### src/rtl/truth_table_scanner.sv
// truth_table_scanner: drives all eight rows of a 3-input gate in ascending
// order, waits SETTLE cycles per row, samples the gate output and assembles
// an 8-bit signature (bit 7 = row 000, bit 0 = row 111), then compares it
// against EXPECTED.
// Optional feature macro: SCAN_STABILITY_CHECK_EN (per-row settle check that
// flags rows whose output moved during the last settle cycle).
module truth_table_scanner #(
  parameter int unsigned SETTLE   = 2,
  parameter logic [7:0]  EXPECTED = 8'h89
) (
  input  logic       clk,
  input  logic       rst,
  input  logic       start,
  input  logic       dut_out,
  output logic       in1,
  output logic       in2,
  output logic       in3,
  output logic       busy,
  output logic       done,
  output logic [7:0] table_out,
  output logic       match,
  output logic [7:0] unstable
);

  localparam int unsigned    CW       = (SETTLE == 0) ? 1 : $clog2(SETTLE + 1);
  localparam logic [CW-1:0]  SETTLE_C = CW'(SETTLE);
  localparam logic [CW-1:0]  CNT_ONE  = CW'(1);

  localparam logic [1:0] S_IDLE = 2'd0;
  localparam logic [1:0] S_SCAN = 2'd1;
  localparam logic [1:0] S_DONE = 2'd2;

  logic [1:0]    state_q, state_d;
  logic [2:0]    idx_q, idx_d;
  logic [CW-1:0] cnt_q, cnt_d;
  logic [7:0]    table_q, table_d;
  logic          match_q, match_d;
  logic [2:0]    bit_sel;

`ifdef SCAN_STABILITY_CHECK_EN
  logic [7:0]    unst_q, unst_d;
  logic          early_q, early_d;
`endif

  // Row index maps to signature bit 7-idx so row 000 lands in the MSB.
  assign bit_sel = 3'd7 - idx_q;

  // Next-state logic: row walk, settle countdown, sample capture and final compare.
  always_comb begin
    state_d = state_q;
    idx_d   = idx_q;
    cnt_d   = cnt_q;
    table_d = table_q;
    match_d = match_q;
`ifdef SCAN_STABILITY_CHECK_EN
    unst_d  = unst_q;
    early_d = early_q;
`endif
    case (state_q)
      S_IDLE: begin
        if (start) begin
          state_d = S_SCAN;
          idx_d   = '0;
          cnt_d   = SETTLE_C;
          table_d = '0;
          match_d = 1'b0;
`ifdef SCAN_STABILITY_CHECK_EN
          unst_d  = '0;
`endif
        end
      end
      S_SCAN: begin
        if (cnt_q != '0) begin
          cnt_d = cnt_q - CNT_ONE;
`ifdef SCAN_STABILITY_CHECK_EN
          if (cnt_q == CNT_ONE) early_d = dut_out;
`endif
        end else begin
          table_d[bit_sel] = dut_out;
`ifdef SCAN_STABILITY_CHECK_EN
          if ((SETTLE != 0) && (early_q != dut_out)) unst_d[bit_sel] = 1'b1;
`endif
          if (idx_q == 3'd7) begin
            state_d = S_DONE;
            // Compare against the signature including this last sample so
            // match is already valid in the DONE cycle.
`ifdef SCAN_STABILITY_CHECK_EN
            match_d = (table_d == EXPECTED) && (unst_d == '0);
`else
            match_d = (table_d == EXPECTED);
`endif
          end else begin
            idx_d = idx_q + 3'd1;
            cnt_d = SETTLE_C;
          end
        end
      end
      S_DONE:  state_d = S_IDLE;
      default: state_d = S_IDLE;
    endcase
  end

  // State registers with synchronous active-high reset.
  always_ff @(posedge clk) begin
    if (rst) begin
      state_q <= S_IDLE;
      idx_q   <= '0;
      cnt_q   <= '0;
      table_q <= '0;
      match_q <= 1'b0;
`ifdef SCAN_STABILITY_CHECK_EN
      unst_q  <= '0;
      early_q <= 1'b0;
`endif
    end else begin
      state_q <= state_d;
      idx_q   <= idx_d;
      cnt_q   <= cnt_d;
      table_q <= table_d;
      match_q <= match_d;
`ifdef SCAN_STABILITY_CHECK_EN
      unst_q  <= unst_d;
      early_q <= early_d;
`endif
    end
  end

  assign busy              = (state_q == S_SCAN);
  assign done              = (state_q == S_DONE);
  assign {in1, in2, in3}   = busy ? idx_q : 3'b000;
  assign table_out         = table_q;
  assign match             = match_q;
`ifdef SCAN_STABILITY_CHECK_EN
  assign unstable          = unst_q;
`else
  assign unstable          = '0;
`endif

endmodule
### config.mk
export PLATFORM = sky130hd
export DESIGN_NAME = truth_table_scanner
export DESIGN_NICKNAME = d
export VERILOG_FILES = /design/src/rtl/truth_table_scanner.sv
export SDC_FILE = /design/constraint.sdc
export NUM_CORES = 1
export LEC_CHECK = 0
export BUFFER_PORTS_ARGS = -buffer_cell sky130_fd_sc_hd__buf_4
export CAP_MARGIN = 20
export CORE_ASPECT_RATIO = 1.5
export CORE_MARGIN = 3
export CORE_UTILIZATION = 45
export DETAILED_ROUTE_END_ITERATION = 12
export GPL_TIMING_DRIVEN = 0
export MAX_ROUTING_LAYER = met4
export PLACE_DENSITY_LB_ADDON = 0.3
export SLEW_MARGIN = 20
export SYNTH_ARGS = -nofsm -noshare
export SYNTH_HDL_FRONTEND = slang
export SYNTH_SLANG_ARGS = --single-unit
### constraint.sdc
create_clock -name clk -period 1.58 [get_ports clk]
set_input_delay 0.158 -clock clk [delete_from_list [all_inputs] [get_ports clk]]
set_output_delay 0.158 -clock clk [all_outputs]
set_load 0.02 [all_outputs]
==> run summary, run 1 <==
Post-synth EDFFs: 0
classification of the worst-slack hold path: primary input to flip-flop
Slowest-stage cell, CP: dfxtp_4
register bit count reported by yosys: 16
count of clock tree sinks: 16
final standard cell area without fillers: 0.00140 sq mm
post-synthesis sequential area ratio: 29.8%
peak per-stage delay on the critical path: 0.37 ns
drt total wl: 2760 um
global route total overflow: 0
Max Cap Viol: 0
IO Port Bufs: 16
total net switching power: 0.258 mW
crit path launch: idx_q[1]$_SDFFE_PP0P_
met1 track utilization from global routing: 21.0%
global routing met2 resource utilization: 32.8%
Horiz. Die Dim: 45.9 um
share of flip-flops with an asynchronous set or reset: 0%
part of the cycle the worst path needs: 98.8%
startpoint of the worst-slack reg-to-reg timing path: idx_q[1]$_SDFFE_PP0P_
cell area after placement: 0.00125 sq mm
detailed placer's ending HPWL: 1990 um
Post-route DRC: 0
average vias per placed instance: 5.80
average cell area after synthesis: 8.34 sq um
Arrival @ worst endpoint: 1.73 ns
Leak: 0.563 nW
pin count of the biggest net entering global routing: 11
total CTS buffers: 3
global routing usage summed across all routing layers: 19.1%
switching portion of total power: 28.6%
number of setup violations in the final report: 0
critical path type: flip-flop to flip-flop
max-slew violation count: 0
starting density of the core: 47.6%
HP Start: dut_out
post-DR wirelength/cell: 15.2 um
Clock Skews: 0.00125 ns
RSZ-0062 raised after global routing: true
number of DRC violations after detailed-routing iteration 0: 59
Synthesis Warnings: 0
via total after detailed routing: 1056
placer's final routability congestion estimate: 0.868
first-pass iteration count of the detailed router: 4
IR drop worst, VDD: 0.000411 V
initial antenna violation count: 0
highest-count cells in the layout ignoring fill and taps: buf_4 (28), o21ai_0 (16), dfxtp_1 (12)
Synth-to-Final Area Change: 30.3%
run status: complete, no violations
share of layout cells above drive strength 1: 38.4%
number of distinct standard cells referenced by the synthesized netlist: 38
minimum clock period: 1.56 ns
I/O Pins: 26
CP max FO: 5
critical path cell sequence: ha_1 -> ha_4 -> nor2b_4 -> mux2_4 -> a22oi_2 -> nor2_1
floorplan row count: 21
share of power burned in registers: 46.4%
number of global-route vias before repair: 1010
floorplan die area: 0.00303 sq mm
latest clock arrival within the worst-skew pair: 0.29 ns
synthesized cell area: 0.00108 sq mm
most common library cell in the layout ignoring fill and taps: buf_4
number of levels in the clock H-tree: 1
number of instances in the synthesized netlist: 129
remaining number of nets flagged by the antenna check after routing: 0
clock share of power: 31.1%
final net count: 168
clock-pin transition on the worst setup and hold timing paths: 0.10 ns
number of failing hold endpoints at the final stage: 0
kind of end point of the critical path: flip-flop
Setup Total Neg Slack: 0 ns
Worst EP required: 1.75 ns
CTS tree: yes
GRT met3 Usage: 2.72%
max frequency: 641 MHz
layout filler cell count: 201
startpoint kind of the worst setup timing path: flip-flop
buffer levels on the longest clock path: 2
combinational share of power: 22.4%
Main synth FF type: dfxtp_1
power density cells: 644 mW/mm^2
first-pass GRT wire length: 4320 um
total internal power: 0.645 mW
area of the core region: 0.00226 sq mm
CTS root buffer: clkbuf_4
number of diodes: 0
global route hottest layer: met2
height of the chip: 65.9 um
==> flip-flops by register name, summed over array words and instances (netlist names) <==
name	cells
match	1
idx_q	3
table_out	8
state_q	2
cnt_q	2
==> final timing paths <==
check | end | slack, ns | cells after the start
worst max-delay path | idx_q[0]$_SDFFE_PP0P_ | 0.02 | 6
worst min-delay path | table_out[1]$_SDFFE_PP0P_ | 0.25 | 3
worst max register to register | idx_q[0]$_SDFFE_PP0P_ | 0.02 | 6
worst min register to register | table_out[4]$_SDFFE_PP0P_ | 0.51 | 2
==> worst max-delay path: cells and delay by family, from the launching register on <==
kind / cells / cell delay (ns)
fa+ha+maj: 2 / 0.39
flops: 1 / 0.37
mux: 1 / 0.32
simple gates: 2 / 0.20
compound gates: 1 / 0.17
==> cells in the mapped netlist (3+ instances only) <==
library cell | n | area [sq um]
o21ai_0 | 17 | 85.1
dfxtp_1 | 16 | 320
buf_4 | 9 | 67.6
nor2_1 | 8 | 30.0
nor2b_1 | 6 | 37.5
o21a_1 | 6 | 45.0
inv_1 | 5 | 18.8
nand4_1 | 5 | 31.3
a31oi_1 | 4 | 25.0
and2_1 | 4 | 25.0
ha_1 | 4 | 50.1
nand2b_1 | 4 | 25.0
nand3_1 | 4 | 20.0
a21oi_1 | 3 | 15.0
clkbuf_1 | 3 | 11.3
mux2_2 | 3 | 33.8
==> power by group through the flow <==
stage	Sequential [mW]	Clock, mW	Combinational [mW]
finish	0.420	0.281	0.203
global route	0.421	0.306	0.219
CTS	0.419	0.286	0.178
detailed placement	0.430	0	0.167
global placement	0.429	0	0.163
floorplan	0.430	0	0.131
==> layout make-up <==
| class | count | area [sq um] | share of cell area [%] |
|---|---|---|---|
| Tap cell | 23 | 28.8 | 2.05 |
| Clock buffer | 4 | 36.3 | 2.59 |
| Sequential cell | 16 | 328 | 23.4 |
| Buffer | 15 | 109 | 7.76 |
| Timing Repair Buffer | 19 | 143 | 10.2 |
| Multi-Input combinational cell | 100 | 739 | 52.7 |
| Inverter | 5 | 18.8 | 1.34 |
==> stage by stage <==
| stage | cells | setup slack (ns) | utilization, % | power [mW] | hold slack (ns) |
|---|---|---|---|---|---|
| floorplan | 136 | 0.0178 | - | 0.560 | 0.441 |
| global placement | 175 | -0.117 | 55.4 | 0.592 | 0.484 |
| detailed placement | 175 | -0.136 | 55.4 | 0.596 | 0.492 |
| CTS | 180 | -0.00190 | 59.0 | 0.884 | 0.244 |
| global route | 182 | -0.0233 | 62.1 | 0.947 | 0.261 |
| finish | 182 | 0.0187 | 62.1 | 0.904 | 0.246 |
==> timing repair <==
item,4_1_cts,5_1_grt
pin swaps,0,3
endpoints found under the setup margin,14,14
gates resized for setup,13,14
buffers inserted,1,2
hold buffers,0,0
==> logic make-up after synthesis <==
| group | after synthesis | synth area share, % |
|---|---|---|
| AO/OA/AOI/OAI | 42 | 25.2 |
| AND/OR/NAND/NOR | 43 | 25.2 |
| buffers and inverters | 20 | 11.6 |
| adder cells (fa/ha/maj) | 4 | 4.65 |
| other | 1 | 0.349 |
| flip-flops | 16 | 29.8 |
| multiplexers | 3 | 3.14 |
==> layer usage <==
| layer | up-vias | part of all wire, % |
|---|---|---|
| met4 | 0 | 2.5 |
| met3 | 8 | 4.7 |
| li1 | 516 | - |
| met2 | 41 | 55 |
| met1 | 491 | 38 |
| met5 | - | 0 |
Note: power is estimated with default switching activity, not from simulation.
==> run 2, diff against run 1 <==
ABC_AREA = 1   (was unset)
SETUP_SLACK_MARGIN = 0.3   (was unset)
==> run 2 against run 1 <==
  * Critical path depth rose by 2
  * Total power is 4.8% lower
  * Sequential cell count did not move
  * Global-route usage shrank 1.1 points
  * Utilization up 9.8 points
  * Maximum frequency rose by 18%
==> run summary, run 2 <==
cell area after placement: 0.00122 sq mm (-2.2%)
total internal power: 0.585 mW (-9.4%)
share of layout cells above drive strength 1: 53.6% (+15 points)
post-DR wirelength/cell: 13.6 um (-11%)
placer's final routability congestion estimate: 0.850 (-2.1%)
share of power burned in registers: 48.8% (+2.4 points)
number of cells on the worst reg-to-reg path: 8 (+2)
Setup Total Neg Slack: 0 ns (unchanged)
pin count of the biggest net entering global routing: 11 (unchanged)
commonest cells in the netlist: nand2_1 (35), dfxtp_1 (16), inv_1 (12)
detailed placer's ending HPWL: 1670 um (-16%)
number of levels in the clock H-tree: 1 (unchanged)
Arrival @ worst endpoint: 1.54 ns (-0.19 ns)
register bit count reported by yosys: 16 (unchanged)
startpoint kind of the worst setup timing path: flip-flop
number of global-route vias before repair: 942 (-6.7%)
clock share of power: 24.9% (-6.2 points)
kind of end point of the critical path: flip-flop
number of standard cells in the layout, taps in and fillers out: 203 (+12%)
Leak: 0.655 nW (+16%)
combinational share of power: 26.3% (+3.9 points)
initial antenna violation count: 0 (unchanged)
total net switching power: 0.276 mW (+6.7%)
Post-synth EDFFs: 0 (unchanged)
part of the cycle the worst path needs: 83.8% (-15 points)
crit path launch: idx_q[2]$_SDFFE_PP0P_
clock-pin transition on the worst setup and hold timing paths: 0.10 ns (about the same)
power density cells: 563 mW/mm^2 (-13%)
via total after detailed routing: 1066 (+0.95%)
number of instances in the synthesized netlist: 141 (+9.3%)
setup slack of the worst register-to-register path: 0.26 ns (+0.24 ns)
first-pass iteration count of the detailed router: 4 (unchanged)
RSZ-0062 raised after global routing: true
Main synth FF type: dfxtp_1
post-synthesis sequential area ratio: 30.5% (+0.75 points)
classification of the worst-slack hold path: primary input to flip-flop
transition time at the pin with the least slew margin: 0.547 ns
number of diodes: 0 (unchanged)
number of DRC violations after detailed-routing iteration 0: 43 (-27%)
area share of the largest cell type after synthesis: 30.5% (+0.75 points)
ranking of synthesized cells by area: dfxtp_1 (31%), nand2_1 (13%), o32ai_2 (7.7%), buf_4 (5.7%), ha_1 (4.8%)
synthesized cell area: 0.00105 sq mm (-2.4%)
number of setup violations in the final report: 0 (unchanged)
buffer levels on the longest clock path: 2 (unchanged)
share of the core filled with cells in the final layout: 71.8% (+9.8 points)
count of clock tree sinks: 16 (unchanged)
share of flip-flops with an asynchronous set or reset: 0% (unchanged)
cell with the most instances after synthesis: nand2_1
starting density of the core: 49.4% (+1.7 points)
HP Start: rst
IO Port Bufs: 16 (unchanged)
number of distinct standard cells referenced by the synthesized netlist: 25 (-34%)
IR drop worst, VDD: 0.000586 V (+43%)
Top cell by count, worst path: nand2_1
most common library cell in the layout ignoring fill and taps: buf_4
peak per-stage delay on the critical path: 0.39 ns (+0.02 ns)
final net count: 191 (+14%)
Synthesis Warnings: 0 (unchanged)
max reg flops: 8 (unchanged)
Max Cap Viol: 0 (unchanged)
headroom to the max-slew limit: 63.5%
highest-count cells in the layout ignoring fill and taps: buf_4 (32), nand2_1 (29), dfxtp_1 (10)
global route total overflow: 0 (unchanged)
layout filler cell count: 177 (-12%)
drt total wl: 2750 um (-0.22%)
critical register-to-register path endpoint: match$_SDFFE_PP0P_
final standard cell area without fillers: 0.00153 sq mm (+8.9%)
total CTS buffers: 3 (unchanged)
critical path cell sequence: buf_8 -> inv_2 -> nand4_1 -> nand2_1 -> nand2_1 -> nor2_2 -> nand3_2 -> a21oi_2
Clock Skews: 0.0112 ns (+0.00991 ns)
CTS root buffer: clkbuf_4
termination of the worst setup path: match$_SDFFE_PP0P_
area of the core region: 0.00213 sq mm (-5.9%)
CP max FO: 5 (unchanged)
switching portion of total power: 32.0% (+3.4 points)
max frequency: 756 MHz (+18%)
first-pass GRT wire length: 4000 um (-7.3%)
height of the chip: 65.2 um (-1.1%)
latest clock arrival within the worst-skew pair: 0.29 ns (about the same)
Worst EP required: 1.79 ns (+0.04 ns)
Synth-to-Final Area Change: 45.5%
minimum clock period: 1.32 ns (-0.238 ns)
Horiz. Die Dim: 45.4 um (-1.1%)
run status: complete, no violations
Slowest-stage cell, CP: dfxtp_4
remaining number of nets flagged by the antenna check after routing: 0 (unchanged)
average cell area after synthesis: 7.45 sq um (-11%)
area leader, netlist: dfxtp_1
floorplan die area: 0.00296 sq mm (-2.2%)
number of failing hold endpoints at the final stage: 0 (unchanged)
average vias per placed instance: 5.25 (-9.5%)
CTS tree: yes
startpoint of the worst-slack reg-to-reg timing path: idx_q[2]$_SDFFE_PP0P_
floorplan row count: 20 (-4.8%)
Post-route DRC: 0 (unchanged)
global routing usage summed across all routing layers: 18.0% (-1.1 points)
cell total after placement: 186 (+6.3%)
hold-fix buffer count after cts: 0 (unchanged)
max-slew violation count: 0 (unchanged)
I/O Pins: 26 (unchanged)
critical path type: flip-flop to flip-flop
[run 2: cell types whose count changed in the layout (fill, tap and decap cells not counted), sizes merged, moves of 6 or more]
cell   change
buf       +11
inv       +11
nand2     +39
o21a       -6
nor2b      -6
nand3      +6
nor2       +6
o21ai     -15
[run 2: layout make-up]
cell class              instances  area, sq um  share of cell area (%)
plain buffers                  13          106                    6.96
clock buffers                   3         22.5                    1.47
inverters                      17         85.1                    5.57
multi-input cells             102          696                    45.5
flip-flops and latches         16          335                    21.9
well taps                      22         27.5                    1.80
repair buffers                 30          255                    16.7
[run 2: worst min-delay path by stage]
| stage | endpoint | slack [ns] | cells past startpoint |
|---|---|---|---|
| global route | cnt_q[1]$_SDFFE_PP0P_ | 0.21 | 2 |
| floorplan | table_out[7]$_SDFFE_PP0P_ | 0.35 | 2 |
| global placement | match$_SDFFE_PP0P_ | 0.46 | 2 |
| finish | cnt_q[1]$_SDFFE_PP0P_ | 0.19 | 2 |
| CTS | cnt_q[1]$_SDFFE_PP0P_ | 0.20 | 2 |
| detailed placement | table_out[5]$_SDFFE_PP0P_ | 0.47 | 2 |
[run 2: repair_timing]
item / CTS / global route
buffers inserted: 1 / 11
gates resized for setup: 11 / 42
endpoints found under the setup margin: 12 / 15
gates cloned: 0 / 2
pin swaps: 2 / 15
[run 2: layer usage]
layer	GRT usage, %	up-vias	share of wire, %
li1	-	532	-
met1	22.1	485	38
met2	30.4	38	54
met3	1.64	11	5.0
met4	5.13	0	3.2
met5	-	-	0
[run 2: critical path, delay by kind of cell (launching register included)]
family / cells / cell delay [ns]
buffers and inverters: 2 / 0.23
AO/OA/AOI/OAI: 1 / 0.13
flip-flops: 1 / 0.39
AND/OR/NAND/NOR: 5 / 0.50
[run 2: stage by stage]
stage	hold WS [ns]	setup WS [ns]	power [mW]
final	0.192	0.257	0.860
after global routing	0.206	0.175	0.911
after CTS	0.198	0.278	0.823
after detailed placement	0.473	0.205	0.607
after global placement	0.461	0.216	0.602
after floorplan	0.350	0.339	0.571
[run 2: kinds of logic (layout without fill, tap and decap cells)]
logic type | after synthesis | count (layout) | share of synthesized area (%)
DFF | 16 | 16 | 30.5
AOI/OAI and AO/OA | 18 | 18 | 16.1
other | 1 | 8 | 0.357
adders and majority gates | 4 | 4 | 4.77
and+or+nand+nor | 72 | 72 | 32.2
buffers and inverters | 30 | 63 | 16.1
[run 2: power by group through the flow]
stage	registers, mW	logic (mW)	clock network [mW]
finish	0.420	0.226	0.214
CTS	0.421	0.186	0.215
global route	0.422	0.247	0.242
global placement	0.429	0.173	0
detailed placement	0.430	0.177	0
floorplan	0.431	0.141	0
==> run 3, diff against run 2 <==
ABC_AREA = 0   (was 1)
clock period = 1.3 ns   (was 1.58 ns; I/O delays follow)
==> run 3 against run 2 <==
  * Highest routed layer unchanged
  * Combinational power rose by 47%
  * The run now ends with setup timing left
  * Register-to-register slack got worse by 0.50 ns
  * Non-clock buffer count grew 3
==> run summary, run 3 (synthesized netlist as in run 1, its figures left out) <==
Max Cap Viol: 0 (unchanged)
hold-fix buffer count after cts: 0 (unchanged)
final total power: 1.20 mW (+39%)
peak per-stage delay on the critical path: 0.39 ns (about the same)
IR drop worst, VDD: 0.000607 V (+3.6%)
classification of the worst-slack hold path: primary input to flip-flop
buffer levels on the longest clock path: 2 (unchanged)
CTS root buffer: clkbuf_4
number of global-route vias before repair: 1055 (+12%)
floorplan row count: 21 (+5.0%)
max-slew violation count: 0 (unchanged)
max frequency: 650 MHz (-14%)
area of the core region: 0.00226 sq mm (+6.2%)
CP max FO: 7 (+2)
most common library cell in the layout ignoring fill and taps: buf_4
starting density of the core: 47.6% (-1.7 points)
hold_ws: 0.199 ns (+0.00643 ns)
fin worst setup slack: -0.239 ns (-0.496 ns)
clock-pin transition on the worst setup and hold timing paths: 0.10 ns (about the same)
minimum clock period: 1.54 ns (+0.216 ns)
Leak: 0.662 nW (+1.1%)
Clock Skews: 0.00656 ns (-0.00460 ns)
remaining number of nets flagged by the antenna check after routing: 0 (unchanged)
drt total wl: 3060 um (+11%)
Worst EP required: 1.48 ns (-0.31 ns)
height of the chip: 65.9 um (+1.1%)
number of setup violations in the final report: 17 (+17)
Horiz. Die Dim: 45.9 um (+1.1%)
number of failing hold endpoints at the final stage: 0 (unchanged)
pin count of the biggest net entering global routing: 11 (unchanged)
headroom to the max-slew limit: 65.0% (+1.4 points)
violations in the final reports: setup timing
transition time at the pin with the least slew margin: 0.526 ns (-0.0217 ns)
count of clock tree sinks: 16 (unchanged)
critical path cell sequence: ha_4 -> ha_4 -> nor2b_4 -> mux2_4 -> a22oi_2 -> nor2_1
highest-count cells in the layout ignoring fill and taps: buf_4 (31), o21ai_1 (14), buf_6 (9)
number of DRC violations after detailed-routing iteration 0: 28 (-35%)
critical path type: flip-flop to flip-flop
family with the most delay on the worst path: flip-flops
I/O Pins: 26 (unchanged)
CTS tree: yes
final net count: 180 (-5.8%)
power density cells: 723 mW/mm^2 (+28%)
global routing usage summed across all routing layers: 20.4% (+2.4 points)
part of the cycle the worst path needs: 118% (+35 points)
share of layout cells above drive strength 1: 55.6% (+2.0 points)
run status: finished with violations
latest clock arrival within the worst-skew pair: 0.31 ns (+0.02 ns)
Top cell by count, worst path: ha_4
first-pass GRT wire length: 4600 um (+15%)
total CTS buffers: 3 (unchanged)
kind of end point of the critical path: flip-flop
via total after detailed routing: 1123 (+5.3%)
Slowest-stage cell, CP: dfxtp_4
Synth-to-Final Area Change: 53.7%
placer's final routability congestion estimate: 0.894 (+5.1%)
Post-route DRC: 0 (unchanged)
Arrival @ worst endpoint: 1.72 ns (+0.18 ns)
startpoint kind of the worst setup timing path: flip-flop
max reg flops: 8 (unchanged)
RSZ-0062 raised after global routing: true
first-pass iteration count of the detailed router: 4 (unchanged)
Crit path buffers/inverters: 0 (-2)
number of levels in the clock H-tree: 1 (unchanged)
post-DR wirelength/cell: 15.8 um (+16%)
number of diodes: 0 (unchanged)
floorplan die area: 0.00303 sq mm (+2.2%)
IO Port Bufs: 16 (unchanged)
average vias per placed instance: 5.79 (+10%)
global route total overflow: 0 (unchanged)
initial antenna violation count: 0 (unchanged)
detailed placer's ending HPWL: 2050 um (+23%)
setup slack of the worst register-to-register path: -0.24 ns (-0.50 ns)
run 3: layout make-up:
cell class	count	area (sq um)
Multi-Input combinational cell	100	821
Fill cell	173	606
Sequential cell	16	348
Timing Repair Buffer	31	280
Buffer	15	118
Clock buffer	4	36.3
Tap cell	23	28.8
Inverter	5	22.5
run 3: worst paths after layout:
| check | from | endpoint | cells after the start |
|---|---|---|---|
| max | idx_q[1]$_SDFFE_PP0P_ | idx_q[0]$_SDFFE_PP0P_ | 6 |
| min | dut_out | match$_SDFFE_PP0P_ | 4 |
| max reg2reg | idx_q[1]$_SDFFE_PP0P_ | idx_q[0]$_SDFFE_PP0P_ | 6 |
| min reg2reg | table_out[7]$_SDFFE_PP0P_ | table_out[7]$_SDFFE_PP0P_ | 2 |
run 3: metal layers:
layer | track usage [%] | up-vias | routed length [um]
met4 | 10.3 | 0 | 84
met1 | 23.1 | 544 | 1140
met2 | 33.8 | 29 | 1730
met3 | 2.72 | 9 | 113
met5 | - | - | 0
li1 | - | 541 | -
run 3: what timing repair did:
action | in CTS | in global routing
resized for setup | 27 | 27
endpoints found under the setup margin | 21 | 26
buffers inserted | 9 | 6
pin swaps | 11 | 8
run 3: worst min-delay path: stages:
cell and delay, ns:
buf_6 0.11, a211oi_2 0.04, o221ai_2 0.14, o31ai_2 0.05
run 3: where the power goes:
part           switching, mW  internal, mW
clock                  0.186         0.171
sequential            0.0106         0.495
combinational          0.162         0.170
run 3: through the flow:
stage	area [sq um]	setup TNS, ns	instances	utilization, %	setup WS [ns]
4_1_cts	1530	-0.942	188	67.5	-0.179
5_1_grt	1650	-2.33	194	73.2	-0.283
3_3_place_gp	1360	-1.27	175	60.0	-0.186
6_report	1650	-1.41	194	73.2	-0.239
2_1_floorplan	1210	-0.203	136	-	-0.104
3_5_place_dp	1360	-1.74	175	60.0	-0.214
